File: src/rtl/spi_word_slave_pkg.sv
// Shared constants for the oversampled SPI mode-0 word slave.
package spi_word_slave_pkg;

   localparam int WIDTH_DEF       = 16;
   localparam int SYNC_STAGES_DEF = 3;

   // Edge codes formed from {older, newer} of the two oldest sync stages
   localparam logic [1:0] EDGE_RISE = 2'b01;
   localparam logic [1:0] EDGE_FALL = 2'b10;

endpackage

File: src/rtl/spi_word_slave_sync_edge.sv
// N-stage input synchronizer with rise/fall decode on the two oldest stages.
module spi_word_slave_sync_edge
   import spi_word_slave_pkg::*;
#(
   parameter int   STAGES = SYNC_STAGES_DEF,
   parameter logic IDLE   = 1'b0
) (
   input  logic clk,
   input  logic rst_n,
   input  logic din,
   output logic level,
   output logic rise,
   output logic fall
);

   logic [STAGES-1:0] hist;
   logic [1:0]        code;

   // Preset to the idle level so reset release never looks like an edge
   always_ff @(posedge clk or negedge rst_n) begin
      if (!rst_n) hist <= {STAGES{IDLE}};
      else        hist <= {hist[STAGES-2:0], din};
   end

   assign code  = hist[STAGES-1 -: 2];
   assign level = hist[STAGES-2];
   assign rise  = (code == EDGE_RISE);
   assign fall  = (code == EDGE_FALL);

endmodule

File: src/rtl/spi_word_slave.sv
// SPI mode-0 word slave, oversampled on CLK. Optional ABORT output when
// SPI_ABORT_FLAG_EN is defined.
module spi_word_slave
   import spi_word_slave_pkg::*;
#(
   parameter int WIDTH       = WIDTH_DEF,
   parameter int SYNC_STAGES = SYNC_STAGES_DEF
) (
   input  logic             CLK,
   input  logic             RESETB,
   input  logic             SCK,
   input  logic             MOSI,
   output logic             MISO,
   input  logic             SS,
   input  logic [WIDTH-1:0] TX,
   output logic [WIDTH-1:0] RX,
   output logic             RDY
`ifdef SPI_ABORT_FLAG_EN
   ,
   output logic             ABORT
`endif
);

   localparam int CW = $clog2(WIDTH);
   // Per-pin idle levels, indexed {MOSI, SS, SCK}
   localparam logic [2:0] SYNC_IDLE = 3'b010;

   logic [2:0] pins, lvl, rise, fall;
   assign pins = {MOSI, SS, SCK};

   for (genvar g = 0; g < 3; g++) begin : g_sync
      spi_word_slave_sync_edge #(
         .STAGES (SYNC_STAGES),
         .IDLE   (SYNC_IDLE[g])
      ) u_sync (
         .clk   (CLK),
         .rst_n (RESETB),
         .din   (pins[g]),
         .level (lvl[g]),
         .rise  (rise[g]),
         .fall  (fall[g])
      );
   end

   logic sck_rise, sck_fall, ss_lvl, ss_rise, ss_fall, mosi_lvl;
   assign sck_rise = rise[0];
   assign sck_fall = fall[0];
   assign ss_lvl   = lvl[1];
   assign ss_rise  = rise[1];
   assign ss_fall  = fall[1];
   assign mosi_lvl = lvl[2];

   logic [CW-1:0]    cnt;
   logic [WIDTH-1:0] tx_shift, rx_shift;
   logic             last_bit;

   assign last_bit = (cnt == CW'(WIDTH-1));

   always_ff @(posedge CLK or negedge RESETB) begin
      if (!RESETB) begin
         MISO     <= 1'b0;
         RX       <= '0;
         RDY      <= 1'b0;
         cnt      <= '0;
         tx_shift <= '0;
         rx_shift <= '0;
`ifdef SPI_ABORT_FLAG_EN
         ABORT    <= 1'b0;
`endif
      end else begin
         RDY <= 1'b0;
`ifdef SPI_ABORT_FLAG_EN
         ABORT <= 1'b0;
`endif
         // SS activity outranks any SCK edge seen in the same cycle
         if (ss_fall) begin
            tx_shift <= TX;
            MISO     <= TX[WIDTH-1];
            cnt      <= '0;
         end else if (ss_lvl) begin
            cnt  <= '0;
            MISO <= 1'b0;
`ifdef SPI_ABORT_FLAG_EN
            ABORT <= ss_rise && (cnt != '0);
`endif
         end else if (sck_rise) begin
            rx_shift <= {rx_shift[WIDTH-2:0], mosi_lvl};
            if (last_bit) begin
               RX  <= {rx_shift[WIDTH-2:0], mosi_lvl};
               RDY <= 1'b1;
               cnt <= '0;
            end else begin
               cnt <= cnt + CW'(1);
            end
         end else if (sck_fall) begin
            // Counter at zero after a completed word: start the next one
            if (cnt == '0) begin
               tx_shift <= TX;
               MISO     <= TX[WIDTH-1];
            end else begin
               tx_shift <= {tx_shift[WIDTH-2:0], 1'b0};
               MISO     <= tx_shift[WIDTH-2];
            end
         end
      end
   end

   logic unused_bits;
   assign unused_bits = ^{rise[2], fall[2], ss_rise, tx_shift[WIDTH-1], rx_shift[WIDTH-1]};

endmodule

File: config.mk
export PLATFORM = sky130hd
export DESIGN_NAME = spi_word_slave
export DESIGN_NICKNAME = d
export VERILOG_FILES = /design/src/rtl/spi_word_slave_pkg.sv /design/src/rtl/spi_word_slave_sync_edge.sv /design/src/rtl/spi_word_slave.sv
export SDC_FILE = /design/constraint.sdc
export NUM_CORES = 1
export LEC_CHECK = 0
export BUFFER_PORTS_ARGS = -buffer_cell sky130_fd_sc_hd__buf_2
export CORE_UTILIZATION = 42
export DETAILED_ROUTE_END_ITERATION = 16
export PLACE_DENSITY_LB_ADDON = 0.08
export SLEW_MARGIN = 0
export SYNTH_ARGS = -nofsm -noshare
export SYNTH_HDL_FRONTEND = slang
export SYNTH_HIERARCHICAL = 1
export SYNTH_SLANG_ARGS = --single-unit
File: constraint.sdc
create_clock -name CLK -period 2.7 [get_ports CLK]
set_input_delay 0 -clock CLK [delete_from_list [all_inputs] [get_ports CLK]]
set_output_delay 0 -clock CLK [all_outputs]
set_load 0.005 [all_outputs]
==> results.toml <==
[timing]
finalClockSkew_ns = 0.00320
tightest_slew_ns = 0.937
rsz0062_at_grt = "false"
slew_viol_final = 0
finalHoldViolations = 0
fmaxAchievable_mhz = 426
min_period_over_period_pct = 87.0
fin_tns_setup_ns = 0
period_needed_ns = 2.35
setup_violations = 0
timing.hold.ws_ns = 0.304
max-slew-margin-rel_pct = 37.6

[route]
firstDrtPassIters = 5
first_iter_violations = 117
dr.max_layer_used = "met4"
drc = 0
wl_met2_um = 2330
vias_per_cell = 5.18
wl_met3_um = 243
met1_length_um = 2230
ant_nets = 0
postRouteWirelength_um = 4900
routedWlPerCell_um = 14.5
vias = 1746

[worst_setup_path]
critPathLaunchType = "register"
critPathArrivalTime_ns = 2.57
critPathLaunch = "g_sync[1].u_sync/hist[1]$_DFF_PN1_"
worstSetupEndpointType = "register"
cp_top_family = "simple AND/OR/NAND/NOR gates"
critPathRequiredTime_ns = 2.92
criticalPathCategory = "reg -> reg"
timing.rr.start = "g_sync[1].u_sync/hist[1]$_DFF_PN1_"
crit_path_cell_trace = "and2b_2 > or2_4 > or3_1 > mux2_4"
crit_buf_inv = 0
path_max_fanout = 17
cpPeakStageDelay_ns = 0.73
cp_slowest_cell = "or3_1"

[status]
outcome = "complete, no violations"

[grt]
track_usage_pct = 17.3
grt_max_degree = 47
grt_overflow = 0
grt_antenna_before_repair = 0
grt_pass1_wl_um = 8090
grt_pass1_vias = 1689

[clocking]
clockRootBuffer = "clkbuf_8"
numCtsBuffers = 9
cts_tree = "built"
clock_latency_ns = 0.33
cts_buffer_depth = 2
cts_resized = 0
cts.htree.levels = 3
clkTransAtPathRegs_ns = 0.06
cts_sinks = 60

[finish]
fillers = 490
layout_common_cells = "dfrtp_1 (57), buf_2 (38), mux2_2 (22)"
final_area_mm2 = 0.00325
drive_gt1_share_pct = 37.0
antenna_cells = 0
final_common_cell = "dfrtp_1"
fin_nets = 283
stdcell_count = 337
syn_to_final_growth_pct = 27.5

[power_and_ir_drop]
intPower_w = 0.00177
p_switching_w = 0.000493
clkPwrFrac_pct = 43.9
seqPwrFrac_pct = 46.5
total_power_w = 0.00227
ir_worst_vdd_v = 0.000355
switching_share_pct = 21.8
p_comb_share_pct = 9.6
power_leakage_nw = 1.55
p_per_area_mw_per_mm2 = 699

[hold_path]
min_from = "SCK"
hold_class = "in -> reg"

[floorplan]
die_w_um = 79.8
core_area_mm2 = 0.00568
ios = 39
dieHeight_um = 79.8
fp.dieArea_mm2 = 0.00637
start_util_pct = 44.8
row_count = 27

[logic_synthesis]
netlist_area_mm2 = 0.00254
synth_fp_nets = 223
yosys_warnings = 6
syn_inst = 200
synth_area_per_cell_um2 = 12.7

[placed_design]
place_area_mm2 = 0.00280
placedCellCount = 301
dp_hpwl_um = 3060
port_buffers = 38
gp_congestion = 0.675

[job]
drv_cap = 0
[state kept, by name (all words and copies together), names as in the netlist]
name	cells
g_sync.u_sync/hist	8
RX	16
rx_shift	15
cnt	4
tx_shift	15
MISO	1
RDY	1
[repair_timing]
action,CTS,global route
hold buffers,20,0
endpoints found under the hold margin,57,0
buffers inserted,0,0
[routing by layer]
metal / track usage [%] / vias to the layer above
met1: 20.9 / 862
li1: - / 836
met3: 6.86 / 10
met4: 7.68 / 0
met5: 0 / -
met2: 27.2 / 38
[power groups by stage]
| stage | Combinational, W | Clock, W | Sequential (W) |
|---|---|---|---|
| 3_5_place_dp | 0.000197 | 0 | 0.00107 |
| 2_1_floorplan | 0.000138 | 0 | 0.00105 |
| 6_report | 0.000217 | 0.000995 | 0.00105 |
| 3_3_place_gp | 0.000188 | 0 | 0.00106 |
| 4_1_cts | 0.000221 | 0.00102 | 0.00106 |
| 5_1_grt | 0.000244 | 0.00107 | 0.00107 |
[worst reg2reg max path, stage by stage (launching register included)]
cell and delay [ns]:
dfstp_2 0.57, and2b_2 0.23, or2_4 0.27, or3_1 0.73, mux2_4 0.44
[path summary, 6_finish.rpt]
path	end	slack, ns	depth (start not counted)
setup reg to reg	RX[14]$_DFFE_PN0P_	0.35	4
min in group asynchronous	tx_shift[8]$_DFFE_PN0P_	0.35	2
hold reg to reg	g_sync[1].u_sync/hist[1]$_DFF_PN1_	0.36	0
max in group asynchronous	rx_shift[5]$_DFFE_PN0P_	1.54	3
hold / removal	g_sync[0].u_sync/hist[0]$_DFF_PN0_	0.30	2
setup / recovery	RX[14]$_DFFE_PN0P_	0.35	4
[area by class of cell]
cell class | instances | area (um2) | area share [%]
Inverter | 4 | 15.0 | 0.463
Tap cell | 72 | 90.1 | 2.78
Clock buffer | 12 | 155 | 4.78
Clock inverter | 4 | 95.1 | 2.93
Sequential cell | 60 | 1510 | 46.4
Timing Repair Buffer | 64 | 435 | 13.4
Multi-Input combinational cell | 121 | 950 | 29.3
[metrics by stage]
stage / utilization, % / worst slack (ns)
floorplan: - / 0.628
finish: 57.2 / 0.352
global route: 57.2 / 0.270
CTS: 57.2 / 0.341
detailed placement: 49.3 / 0.352
global placement: 49.3 / 0.412
Note: power is estimated with default switching activity, not from simulation.
